## config.mk

```make
export PLATFORM = sky130hd
export DESIGN_NAME = lt100_lsu_flat
export DESIGN_NICKNAME = d
export VERILOG_FILES = /design/src/rtl/lt100_lsu_if.sv /design/src/rtl/lt100_lsu.sv /design/src/flat_wrapper.sv
export SDC_FILE = /design/constraint.sdc
export NUM_CORES = 1
export LEC_CHECK = 0
export BUFFER_PORTS_ARGS = -buffer_cell sky130_fd_sc_hd__buf_2
export CORE_UTILIZATION = 49
export DETAILED_ROUTE_END_ITERATION = 8
export GPL_ROUTABILITY_DRIVEN = 0
export GPL_TIMING_DRIVEN = 0
export PLACE_DENSITY = 0.95
export SLEW_MARGIN = 20
export SYNTH_ARGS = -nofsm -noshare
export SYNTH_HDL_FRONTEND = slang
export SYNTH_SLANG_ARGS = --single-unit
```

## constraint.sdc

```tcl
create_clock -name clk -period 3.85 [get_ports clk]
set_input_delay 0 -clock clk [delete_from_list [all_inputs] [get_ports clk]]
set_output_delay 0 -clock clk [all_outputs]
set_load 0.005 [all_outputs]
```

## src/rtl/lt100_lsu_if.sv

```systemverilog
// CPU-side request/response port and LSU-to-bus port of lt100_lsu.
// CPU side: master = CPU, slave = LSU. Bus side: master = LSU, slave = lt100_bus.
interface lt100_lsu_if #(
    parameter int unsigned ADDR_WIDTH = 32,
    parameter int unsigned DATA_WIDTH = 32
);
    logic                  req_valid;
    logic                  req_ready;
    logic                  req_wr;
    logic [1:0]            req_size;
    logic                  req_signed;
    logic [ADDR_WIDTH-1:0] req_addr;
    logic [DATA_WIDTH-1:0] req_wdata;
    logic                  rsp_valid;
    logic [DATA_WIDTH-1:0] rsp_rdata;
    logic [1:0]            rsp_err;

    modport master (
        output req_valid, req_wr, req_size, req_signed, req_addr, req_wdata,
        input  req_ready, rsp_valid, rsp_rdata, rsp_err
    );
    modport slave (
        input  req_valid, req_wr, req_size, req_signed, req_addr, req_wdata,
        output req_ready, rsp_valid, rsp_rdata, rsp_err
    );
endinterface

interface lt100_bus_if #(
    parameter int unsigned ADDR_WIDTH = 32,
    parameter int unsigned DATA_WIDTH = 32
);
    logic                    enable;
    logic                    wr_en;
    logic [ADDR_WIDTH-1:0]   addr;
    logic [DATA_WIDTH-1:0]   wdata;
    logic [DATA_WIDTH/8-1:0] be;
    logic                    ready;
    logic [DATA_WIDTH-1:0]   rdata;
    logic                    err;

    modport master (
        output enable, wr_en, addr, wdata, be,
        input  ready, rdata, err
    );
    modport slave (
        input  enable, wr_en, addr, wdata, be,
        output ready, rdata, err
    );
endinterface

```

## src/rtl/lt100_lsu.sv

```systemverilog
// Load/store unit: one CPU request at a time onto the lt100 enable/ready bus.
// Optional bus timeout enabled by defining LT100_LSU_TIMEOUT_EN.
module lt100_lsu #(
    parameter int unsigned ADDR_WIDTH     = 32,
    parameter int unsigned DATA_WIDTH     = 32,
    parameter int unsigned TIMEOUT_CYCLES = 1024
) (
    input  logic        clk,
    input  logic        rst,
    lt100_lsu_if.slave  cpu,
    lt100_bus_if.master bus
);
    localparam int unsigned BE_W  = DATA_WIDTH / 8;
    localparam int unsigned CNT_W = 16;

    typedef enum logic [1:0] {IDLE, ACTIVE, RELEASE} state_e;
    typedef enum logic [1:0] {
        ERR_OK    = 2'd0,
        ERR_ALIGN = 2'd1,
        ERR_BUS   = 2'd2,
        ERR_TMO   = 2'd3
    } err_e;

    if (DATA_WIDTH != 32 || TIMEOUT_CYCLES == 0 || TIMEOUT_CYCLES > 65535) begin : g_param_chk
        $error("lt100_lsu: unsupported parameter values");
    end

    state_e                state_q, state_d;
    logic                  req_ready_q, req_ready_d;
    logic                  rsp_valid_q, rsp_valid_d;
    logic [DATA_WIDTH-1:0] rsp_rdata_q, rsp_rdata_d;
    err_e                  rsp_err_q, rsp_err_d;
    logic                  bus_enable_q, bus_enable_d;
    logic                  bus_wr_en_q, bus_wr_en_d;
    logic [ADDR_WIDTH-1:0] bus_addr_q, bus_addr_d;
    logic [DATA_WIDTH-1:0] bus_wdata_q, bus_wdata_d;
    logic [BE_W-1:0]       bus_be_q, bus_be_d;
    logic [1:0]            size_q, size_d;
    logic                  sgn_q, sgn_d;
    logic                  illegal_c;
`ifdef LT100_LSU_TIMEOUT_EN
    localparam logic [CNT_W-1:0] TMO_LAST = CNT_W'(TIMEOUT_CYCLES - 1);
    logic [CNT_W-1:0] cnt_q, cnt_d;
`endif

    // Right-justify load data and extend to full width.
    function automatic logic [DATA_WIDTH-1:0] fmt_load(input logic [1:0] size,
                                                       input logic sgn,
                                                       input logic [DATA_WIDTH-1:0] d);
        logic [DATA_WIDTH-1:0] r;
        case (size)
            2'd0:    r = {{(DATA_WIDTH-8){sgn & d[7]}}, d[7:0]};
            2'd1:    r = {{(DATA_WIDTH-16){sgn & d[15]}}, d[15:0]};
            default: r = d;
        endcase
        return r;
    endfunction

    function automatic logic [BE_W-1:0] size_be(input logic [1:0] size);
        logic [BE_W-1:0] r;
        case (size)
            2'd0:    r = BE_W'(1);
            2'd1:    r = BE_W'(3);
            default: r = '1;
        endcase
        return r;
    endfunction

    assign illegal_c = (cpu.req_size == 2'd3)
                    || (cpu.req_size == 2'd1 && cpu.req_addr[0])
                    || (cpu.req_size == 2'd2 && cpu.req_addr[1:0] != 2'b00);

    // Next-state and registered-output logic.
    always_comb begin
        state_d      = state_q;
        rsp_valid_d  = 1'b0;
        rsp_rdata_d  = '0;
        rsp_err_d    = ERR_OK;
        bus_enable_d = bus_enable_q;
        bus_wr_en_d  = bus_wr_en_q;
        bus_addr_d   = bus_addr_q;
        bus_wdata_d  = bus_wdata_q;
        bus_be_d     = bus_be_q;
        size_d       = size_q;
        sgn_d        = sgn_q;
`ifdef LT100_LSU_TIMEOUT_EN
        cnt_d        = cnt_q;
`endif
        case (state_q)
            IDLE: begin
                if (cpu.req_valid && req_ready_q) begin
                    if (illegal_c) begin
                        rsp_valid_d = 1'b1;
                        rsp_err_d   = ERR_ALIGN;
                    end else begin
                        bus_enable_d = 1'b1;
                        bus_wr_en_d  = cpu.req_wr;
                        bus_addr_d   = cpu.req_addr;
                        bus_wdata_d  = cpu.req_wdata;
                        bus_be_d     = size_be(cpu.req_size);
                        size_d       = cpu.req_size;
                        sgn_d        = cpu.req_signed;
                        state_d      = ACTIVE;
`ifdef LT100_LSU_TIMEOUT_EN
                        cnt_d        = '0;
`endif
                    end
                end
            end
            ACTIVE: begin
`ifdef LT100_LSU_TIMEOUT_EN
                cnt_d = cnt_q + CNT_W'(1);
`endif
                // Error beats ready when both arrive together.
                if (bus.err) begin
                    bus_enable_d = 1'b0;
                    rsp_valid_d  = 1'b1;
                    rsp_err_d    = ERR_BUS;
                    state_d      = RELEASE;
                end else if (bus.ready) begin
                    bus_enable_d = 1'b0;
                    rsp_valid_d  = 1'b1;
                    rsp_rdata_d  = bus_wr_en_q ? '0 : fmt_load(size_q, sgn_q, bus.rdata);
                    state_d      = RELEASE;
                end
`ifdef LT100_LSU_TIMEOUT_EN
                else if (cnt_q == TMO_LAST) begin
                    bus_enable_d = 1'b0;
                    rsp_valid_d  = 1'b1;
                    rsp_err_d    = ERR_TMO;
                    state_d      = RELEASE;
                end
`endif
            end
            RELEASE: begin
                if (!bus.ready) begin
                    state_d = IDLE;
                end
            end
            default: state_d = IDLE;
        endcase
        req_ready_d = (state_d == IDLE);
    end

    always_ff @(posedge clk) begin
        if (rst) begin
            state_q      <= IDLE;
            req_ready_q  <= 1'b1;
            rsp_valid_q  <= 1'b0;
            rsp_rdata_q  <= '0;
            rsp_err_q    <= ERR_OK;
            bus_enable_q <= 1'b0;
            bus_wr_en_q  <= 1'b0;
            bus_addr_q   <= '0;
            bus_wdata_q  <= '0;
            bus_be_q     <= '0;
            size_q       <= 2'd0;
            sgn_q        <= 1'b0;
`ifdef LT100_LSU_TIMEOUT_EN
            cnt_q        <= '0;
`endif
        end else begin
            state_q      <= state_d;
            req_ready_q  <= req_ready_d;
            rsp_valid_q  <= rsp_valid_d;
            rsp_rdata_q  <= rsp_rdata_d;
            rsp_err_q    <= rsp_err_d;
            bus_enable_q <= bus_enable_d;
            bus_wr_en_q  <= bus_wr_en_d;
            bus_addr_q   <= bus_addr_d;
            bus_wdata_q  <= bus_wdata_d;
            bus_be_q     <= bus_be_d;
            size_q       <= size_d;
            sgn_q        <= sgn_d;
`ifdef LT100_LSU_TIMEOUT_EN
            cnt_q        <= cnt_d;
`endif
        end
    end

    assign cpu.req_ready = req_ready_q;
    assign cpu.rsp_valid = rsp_valid_q;
    assign cpu.rsp_rdata = rsp_rdata_q;
    assign cpu.rsp_err   = rsp_err_q;
    assign bus.enable    = bus_enable_q;
    assign bus.wr_en     = bus_wr_en_q;
    assign bus.addr      = bus_addr_q;
    assign bus.wdata     = bus_wdata_q;
    assign bus.be        = bus_be_q;

endmodule

```

## src/flat_wrapper.sv

```systemverilog
// flat-port wrapper written by rule: the top's interface ports become plain ports
module lt100_lsu_flat 
#(
    parameter int unsigned ADDR_WIDTH     = 32,
    parameter int unsigned DATA_WIDTH     = 32,
    parameter int unsigned TIMEOUT_CYCLES = 1024
)
  (clk, rst, cpu_req_valid, cpu_req_wr, cpu_req_size, cpu_req_signed, cpu_req_addr, cpu_req_wdata, cpu_req_ready, cpu_rsp_valid, cpu_rsp_rdata, cpu_rsp_err, bus_enable, bus_wr_en, bus_addr, bus_wdata, bus_be, bus_ready, bus_rdata, bus_err);
  lt100_lsu_if #(.ADDR_WIDTH(ADDR_WIDTH), .DATA_WIDTH(DATA_WIDTH)) cpu_i ();
  lt100_bus_if #(.ADDR_WIDTH(ADDR_WIDTH), .DATA_WIDTH(DATA_WIDTH)) bus_i ();
  input  logic clk;
  input  logic rst;
  input wire logic [$bits(cpu_i.req_valid)-1:0] cpu_req_valid;
  input wire logic [$bits(cpu_i.req_wr)-1:0] cpu_req_wr;
  input wire logic [$bits(cpu_i.req_size)-1:0] cpu_req_size;
  input wire logic [$bits(cpu_i.req_signed)-1:0] cpu_req_signed;
  input wire logic [$bits(cpu_i.req_addr)-1:0] cpu_req_addr;
  input wire logic [$bits(cpu_i.req_wdata)-1:0] cpu_req_wdata;
  output wire logic [$bits(cpu_i.req_ready)-1:0] cpu_req_ready;
  output wire logic [$bits(cpu_i.rsp_valid)-1:0] cpu_rsp_valid;
  output wire logic [$bits(cpu_i.rsp_rdata)-1:0] cpu_rsp_rdata;
  output wire logic [$bits(cpu_i.rsp_err)-1:0] cpu_rsp_err;
  output wire logic [$bits(bus_i.enable)-1:0] bus_enable;
  output wire logic [$bits(bus_i.wr_en)-1:0] bus_wr_en;
  output wire logic [$bits(bus_i.addr)-1:0] bus_addr;
  output wire logic [$bits(bus_i.wdata)-1:0] bus_wdata;
  output wire logic [$bits(bus_i.be)-1:0] bus_be;
  input wire logic [$bits(bus_i.ready)-1:0] bus_ready;
  input wire logic [$bits(bus_i.rdata)-1:0] bus_rdata;
  input wire logic [$bits(bus_i.err)-1:0] bus_err;
  assign cpu_i.req_valid = cpu_req_valid;
  assign cpu_i.req_wr = cpu_req_wr;
  assign cpu_i.req_size = cpu_req_size;
  assign cpu_i.req_signed = cpu_req_signed;
  assign cpu_i.req_addr = cpu_req_addr;
  assign cpu_i.req_wdata = cpu_req_wdata;
  assign cpu_req_ready = cpu_i.req_ready;
  assign cpu_rsp_valid = cpu_i.rsp_valid;
  assign cpu_rsp_rdata = cpu_i.rsp_rdata;
  assign cpu_rsp_err = cpu_i.rsp_err;
  assign bus_enable = bus_i.enable;
  assign bus_wr_en = bus_i.wr_en;
  assign bus_addr = bus_i.addr;
  assign bus_wdata = bus_i.wdata;
  assign bus_be = bus_i.be;
  assign bus_i.ready = bus_ready;
  assign bus_i.rdata = bus_rdata;
  assign bus_i.err = bus_err;
  lt100_lsu #(.ADDR_WIDTH(ADDR_WIDTH), .DATA_WIDTH(DATA_WIDTH), .TIMEOUT_CYCLES(TIMEOUT_CYCLES)) u_core (.clk(clk), .rst(rst), .cpu(cpu_i), .bus(bus_i));
endmodule
```

Word-level counts from Yosys, hierarchy flattened. Cells that the tools add are included.

Register bits after elaboration: 111. Input port bits: 105. Logic and storage cells: 62.

Eq/ne operators: 9. Multiplexer cells: 22. Bitwise operators: 5. Reduce and logical (&&, ||, !) cells: 14.

Operator list (number): $pmux 32 s2 (1); $mux 2 (7); $mux 1 (9); $logic_not 2->1 (4); $pmux 4 s2 (1); $eq 2x1->1 const B (3); $eq 2x2->1 const B (3); $pmux 2 s3 (1); $reduce_or 5->1 (1); $pmux 1 s2 (2); $pmux 2 s2 (1); $reduce_and 4->1 (1); $reduce_bool 2->1 (2); $logic_and 1x1->1 (3); $ne 3x3->1 const B (1); $not 1->1 (3); $reduce_and 3->1 (1); $and 1x1->1 (2); $logic_or 1x1->1 (2); $ne 2x1->1 const B (1); $ne 2x2->1 const B (1).

Longest topological paths before layout. Gate-level depths: netlist (run 1).

Depth in word-level cells: 8. Depth in mapped cells: 6. Gate-level depth less buffers: 3.

Least setup slack after synthesis (run 1). Ideal clock, no wire load.

Kind: register to register. Start point: register u_core.state_q[0]. End point: register u_core.bus_addr_q[0] (netlist: u_core.bus.addr[0]). Data arrival time: 1.236 ns. Path slack: 2.542 ns. Cell stages (with the launch flop): 7. Buffers on the path: 3. Clock period less this slack: 1.308 ns. Cells stage by stage: dfxtp_1 > buf_2 > nand4bb_4 > a21oi_4 > buf_12 > buf_12 > mux2i_1.

Word-level cells in the longest chain between the ends: 2.

Ends and longest elaborated chain: start: declaration (line lt100_lsu.sv:28) `state_e state_q, state_d;`; start signal: assignment (line lt100_lsu.sv:163) `state_q <= state_d;`; $logic_not 2->1 (line lt100_lsu.sv:89) `case (state_q)`; $reduce_and 3->1 (no source line); end signal: assignment (line lt100_lsu.sv:170) `bus_addr_q <= bus_addr_d;`; end: declaration (line lt100_lsu.sv:35) `logic [ADDR_WIDTH-1:0] bus_addr_q, bus_addr_d;`.

No other way between the ends. A chain may end at the register's enable or synchronous reset.

==> results.json, run 1 <==
{
  "status": "finished clean",
  "gr-usage-met3_pct": 9.26,
  "cts_tree": "done",
  "min_to": "u_core.cpu.req_ready",
  "cp.required_ns": 4.10,
  "drtAntennaViolNets": 0,
  "hold_viol_final": 0,
  "holdCritPathClass": "primary input to flip-flop",
  "synth_area_per_cell_sq_um": 9.46,
  "dp_cells": 758,
  "numPortBuffers": 209,
  "overflow": 0,
  "synth_edf_count": 0,
  "postRouteWirelength_microns": 15100,
  "reg2reg_from": "u_core.size_q[1]",
  "first_global_vias": 4850,
  "dpl.hpwl_microns": 8400,
  "nNetsFinal": 872,
  "grt_use_total_pct": 33.3,
  "crit_path_start_kind": "primary input",
  "ir_drop_mv": 0.250,
  "clock-sinks": 110,
  "post-cts-setup-buffers": 0,
  "internal_power_w": 0.00166,
  "min_from": "cpu_req_valid",
  "pin_count": 211,
  "vias": 4681,
  "reg2reg_slack_ns": 2.20,
  "cellPowerDensity_nw_per_um2": 345,
  "synth_largest_area_cell": "dfxtp_1",
  "path_class": "primary input to flip-flop",
  "ys_seq_area_share_pct": 52.4,
  "fillers": 483,
  "grt_max_degree": 19,
  "synthToLayoutAreaGrowth_pct": 56.7,
  "antenna_cells": 0,
  "die_w_microns": 94.6,
  "hold_path_depth": 4,
  "yosys_warnings": 0,
  "multiInputGateArea_sq_um": 1730,
  "core_sq_um": 8260,
  "die_y_microns": 94.6,
  "crit_arrival_ns": 1.97,
  "p_sw_share_pct": 27.0,
  "fin_crit_ns": 1.72,
  "slew_headroom_pct": 59.9,
  "synth_cell_type_count": 34,
  "setup_tns_ns": 0,
  "reg2reg_depth": 5,
  "antenna_found_initial": 0,
  "syn_area_sq_um": 4200,
  "via_per_inst": 5.34,
  "clock_skew_ns": 0.0121,
  "cts_buffers": 9,
  "p_leak_nw": 3.06,
  "drtPass1Iterations": 5,
  "slew_viol_final": 0,
  "power.clock.fraction_pct": 27.8,
  "grt_first_pass_wirelength_microns": 22900,
  "clk_pin_slew_ns": 0.11,
  "clockBufferDepth": 2,
  "clk_latency_ns": 0.35,
  "ys.flop_type": "dfxtp_1",
  "finalSetupViolCount": 0,
  "power_switching_w": 0.000614,
  "avgRoutedWirePerCell_microns": 17.2,
  "busiest_layer": "met2",
  "r2r-end": "u_core.cpu.rsp_rdata[29]",
  "grtUsageMet2_pct": 61.2,
  "syn-num-nets": 549,
  "ys_seq_elements": 110,
  "post_layout_nonfiller_instances": 877,
  "rsz0062_at_grt": "false",
  "max_freq_mhz": 581,
  "worst_slew_pin_slew_ns": 0.597,
  "crit_fanout": 10,
  "synthArstFlopShare_pct": 0,
  "comb_power_share_pct": 18.6,
  "register_area_sq_um": 2200,
  "synth_top_area_share_pct": 52.4,
  "cts_root_buf": "clkbuf_8",
  "initial_core_util_pct": 50.8,
  "yosys-top-cells-area": "dfxtp_1 (52%), mux2i_1 (15%), nand2_1 (14%)",
  "seqPwrFrac_pct": 53.6,
  "endpoint_kind": "flip-flop",
  "die-area_sq_um": 8940,
  "synthCells": 444,
  "drc": 0,
  "grt.met1_usage_pct": 32.6,
  "drive_above_1_share_pct": 32.0,
  "placementRows": 33,
  "finalCritPeriodShare_pct": 44.7,
  "htreeDepth": 3,
  "first_iter_violations": 171,
  "cap_viol_max_count": 0
}
[stage by stage]
step | power [W] | hold slack, ns | cell area, sq um | utilization, % | setup WS [ns]
after floorplan | 0.00142 | 0.122 | 4200 | - | 2.54
after global placement | 0.00155 | 0.206 | 5380 | 65.1 | 2.40
after detailed placement | 0.00156 | 0.207 | 5380 | 65.1 | 2.32
after CTS | 0.00226 | 0.164 | 6580 | 79.7 | 2.27
after global routing | 0.00236 | 0.182 | 6580 | 79.7 | 2.01
final | 0.00227 | 0.185 | 6580 | 79.7 | 2.13
[how the worst max path moves through the flow]
| stage | cells past startpoint | to | start |
|---|---|---|---|
| 5_1_grt | 7 | u_core.bus.wdata[26] | rst |
| 3_3_place_gp | 4 | u_core.cpu.rsp_rdata[15] | u_core.state_q[1] |
| 4_1_cts | 7 | u_core.bus.addr[23] | rst |
| 3_5_place_dp | 6 | u_core.bus.wdata[10] | u_core.state_q[0] |
| 2_1_floorplan | 6 | u_core.bus.addr[0] | u_core.state_q[0] |
| 6_report | 7 | u_core.bus.wdata[26] | rst |
[sequential cells by signal (all words and copies together) (netlist names)]
signal	flops
u_core.bus.be	3
u_core.state_q	2
u_core.cpu.rsp_err	2
u_core.bus.enable	1
u_core.cpu.rsp_rdata	32
u_core.cpu.rsp_valid	1
u_core.cpu.req_ready	1
u_core.sgn_q	1
u_core.size_q	2
u_core.bus.wdata	32
u_core.bus.addr	32
u_core.bus.wr_en	1
[final cells by class]
type / count / share of cell area (%)
clock inverters: 7 / 0.760
clock buffers: 9 / 1.88
repair buffers: 312 / 31.6
multi-input cells: 299 / 26.2
inverters: 3 / 0.171
flip-flops and latches: 110 / 33.5
plain buffers: 32 / 3.94
well taps: 105 / 2.00
[power groups by stage]
stage / Sequential [W] / Clock, W / Combinational (W)
after CTS: 0.00122 / 0.000643 / 0.000403
after floorplan: 0.00124 / 0 / 0.000174
after detailed placement: 0.00124 / 0 / 0.000320
after global placement: 0.00124 / 0 / 0.000308
after global routing: 0.00122 / 0.000690 / 0.000450
final: 0.00122 / 0.000631 / 0.000422
[synth_stat cells (all sizes together), types with 2 or more instances]
library cell  count
a21o              2
a21oi            27
and2              9
buf              15
clkbuf           17
dfxtp           110
inv               3
mux2i            65
nand2           160
nand4             4
nor2              5
nor2b             2
nor3              3
o21ai             7
o221a             2
[timing repair]
action                                 CTS  global route
resized for setup                        0             0
hold buffers                           103             0
endpoints found under the hold margin  104             0
[kinds of logic after synthesis]
logic type,after synthesis,synth area share (%)
buf+inv,35,6.44
flops,110,52.4
compound gates,43,6.23
mux,65,15.5
simple gates,190,19.2
xor+xnor,1,0.209
[per-layer routing]
| metal | routed length (microns) | up-vias |
|---|---|---|
| li1 | - | 2093 |
| met1 | 5410 | 2200 |
| met2 | 7670 | 301 |
| met3 | 1170 | 87 |
| met4 | 835 | 0 |
| met5 | 0 | - |
[worst max-delay path: stages]
cell,delay (ns)
dlygate4sd3_1,0.56
clkbuf_1,0.21
inv_1,0.15
buf_2,0.24
clkbuf_1,0.41
nand2_1,0.18
mux2i_1,0.22
[cell usage in the layout, fill, tap and decap left out]
master,Yosys,routed
a21boi_0,1,1
dlygate4sd3_1,0,103
nor3_1,3,3
dfxtp_1,110,110
o221a_2,2,2
clkinvlp_4,0,3
o21a_1,1,1
nand3_1,1,1
clkinv_4,0,1
or2_2,1,1
buf_12,8,8
nand2_1,160,160
nand4_1,4,4
o21ai_1,1,1
inv_1,3,3
xor2_1,1,1
buf_4,1,1
or3_4,1,1
clkinv_2,0,2
a2bb2oi_1,1,1
a211o_2,1,1
clkbuf_8,0,9
nor2_1,5,5
o21ai_0,6,6
a211oi_1,1,1
buf_1,2,2
nor2b_1,2,2
inv_6,0,1
and4bb_2,1,1
a21o_2,1,1
clkbuf_1,17,17
a21oi_4,1,1
mux2i_1,65,65
nand4bb_4,1,1
buf_2,4,213
nand2b_1,1,1
a21oi_1,26,26
and2_1,9,9
a21o_1,1,1
and4_1,1,1
No activity file was read; power rests on OpenSTA's default activity.
==> run 2, diff against run 1 <==
--- a/config.mk
+++ b/config.mk
@@ -6,11 +6,11 @@
 export NUM_CORES = 1
 export LEC_CHECK = 0
 export BUFFER_PORTS_ARGS = -buffer_cell sky130_fd_sc_hd__buf_2
-export CORE_UTILIZATION = 49
+export CORE_UTILIZATION = 45
 export DETAILED_ROUTE_END_ITERATION = 8
 export GPL_ROUTABILITY_DRIVEN = 0
 export GPL_TIMING_DRIVEN = 0
-export PLACE_DENSITY = 0.95
+export PLACE_DENSITY = 0.9
 export SLEW_MARGIN = 20
 export SYNTH_ARGS = -nofsm -noshare
 export SYNTH_HDL_FRONTEND = slang
==> constraint.sdc (replaced) <==
create_clock -name clk -period 1.6 [get_ports clk]
set_input_delay 0 -clock clk [delete_from_list [all_inputs] [get_ports clk]]
set_output_delay 0 -clock clk [all_outputs]
set_load 0.005 [all_outputs]
==> results.json, run 2 (same netlist as run 1, synthesis figures left out) <==
{
  "clock_skew_ns": 0.00959,
  "crit_path_start_kind": "flip-flop",
  "drtPass1Iterations": 5,
  "slew_viol_final": 0,
  "crit_slowest_cell": "dlygate4sd3_1",
  "finalSetupViolCount": 0,
  "cap_viol_max_count": 0,
  "clockBufferDepth": 2,
  "core_sq_um": 8890,
  "p_leak_nw": 3.14,
  "postLayoutCoreUtil_pct": 75.6,
  "first_global_vias": 4662,
  "clk_pin_slew_ns": 0.10,
  "synthToLayoutAreaGrowth_pct": 60.0,
  "cp.required_ns": 1.85,
  "first_iter_violations": 169,
  "clock-sinks": 110,
  "cts_buffers": 9,
  "post-cts-setup-buffers": 0,
  "cts_tree": "done",
  "cp_slowest_stage_delay_ns": 0.58,
  "hold_viol_final": 0,
  "numPortBuffers": 209,
  "finalCritPeriodShare_pct": 97.6,
  "crit_fanout": 9,
  "status": "finished clean",
  "drive_above_1_share_pct": 32.8,
  "die-area_sq_um": 9720,
  "drtAntennaViolNets": 0,
  "crit_arrival_ns": 1.81,
  "worst-path-buf-inv": 2,
  "initial_core_util_pct": 47.2,
  "fin_crit_ns": 1.56,
  "nNetsFinal": 875,
  "htreeDepth": 3,
  "avgRoutedWirePerCell_microns": 16.1,
  "setup_ws_ns": 0.0378,
  "final_cell_mix": "buf_2 (212), nand2_1 (160), dfxtp_1 (109), dlygate4sd3_1 (102), mux2i_1 (61)",
  "cp_cell_sequence": "buf_2, xor2_1, a2bb2oi_2, nor2_1, dlygate4sd3_1",
  "final_common_cell": "buf_2",
  "place_worst_setup_slack_ns": 0.145,
  "clk_latency_ns": 0.37,
  "endpoint_kind": "flip-flop",
  "holdCritPathClass": "primary input to flip-flop",
  "drc": 0,
  "pin_count": 211,
  "grt_first_pass_wirelength_microns": 21900,
  "path_class": "flip-flop to flip-flop",
  "antenna_cells": 0,
  "cts_root_buf": "clkbuf_8",
  "dpl.hpwl_microns": 8000,
  "placementRows": 34,
  "vias": 4447,
  "worst_slew_pin_slew_ns": 0.553,
  "path_delay_family": "buffers and inverters",
  "slew_headroom_pct": 63.2,
  "postRouteWirelength_microns": 14200,
  "max_freq_mhz": 640,
  "grt_use_total_pct": 28.8,
  "grt_max_degree": 18,
  "rsz0062_at_grt": "true",
  "overflow": 0,
  "ir_drop_mv": 0.462,
  "antenna_found_initial": 0,
  "via_per_inst": 5.04,
  "die_y_microns": 98.6,
  "cellPowerDensity_nw_per_um2": 841,
  "die_w_microns": 98.6
}
## run 2: report_power, final
| group | total [W] | internal (W) | switching [W] |
|---|---|---|---|
| registers | 0.00293 | 0.00286 | 0.0000706 |
| clock network | 0.00168 | 0.000730 | 0.000947 |
| logic | 0.00104 | 0.000593 | 0.000450 |
## run 2: worst paths after layout
check | from | endpoint | slack, ns | cells past startpoint
setup / recovery | u_core.state_q[0] | u_core.state_q[1] | 0.04 | 5
setup reg to reg | u_core.state_q[0] | u_core.state_q[1] | 0.04 | 5
hold reg to reg | u_core.bus.addr[28] | u_core.bus.addr[28] | 0.46 | 2
hold / removal | rst | u_core.bus.be[1] | 0.06 | 2
## run 2: stage by stage
step | hold WS (ns) | area (sq um) | total power (W) | instances | setup TNS [ns]
after floorplan | 0.122 | 4200 | 0.00341 | 444 | 0
after global placement | 0.206 | 5380 | 0.00372 | 761 | 0
after detailed placement | 0.207 | 5380 | 0.00375 | 761 | 0
after CTS | 0.0366 | 6610 | 0.00557 | 881 | 0
after global routing | 0.0902 | 6720 | 0.00587 | 883 | -0.00227
final | 0.0578 | 6720 | 0.00565 | 883 | 0
## run 2: layout make-up
class / instances / area [sq um]
plain buffers: 32 / 260
clock buffers: 11 / 131
inverters: 3 / 11.3
multi-input cells: 299 / 1760
clock inverters: 5 / 58.8
repair buffers: 315 / 2160
flip-flops and latches: 110 / 2200
fillers: 546 / 2170
well taps: 108 / 135
## run 2: per-layer routing
metal  vias to the layer above  track usage, %  routed length [microns]
met1                      2070            29.3                     5220
li1                       2098               -                        -
met4                         0            14.5                      505
met5                         -               0                        0
met2                       229            55.0                     7480
met3                        50            6.52                      995
## run 2: repair_timing
action                                 4_1_cts  5_1_grt
endpoints found under the hold margin      105        0
hold buffers                               104        0
gates resized for setup                      0       11
setup endpoints to repair                    0        9
## run 2: worst register-to-register path: stages (launching register included)
cell and delay (ns):
dfxtp_1 0.31, buf_2 0.16, xor2_1 0.18, a2bb2oi_2 0.16, nor2_1 0.06, dlygate4sd3_1 0.58
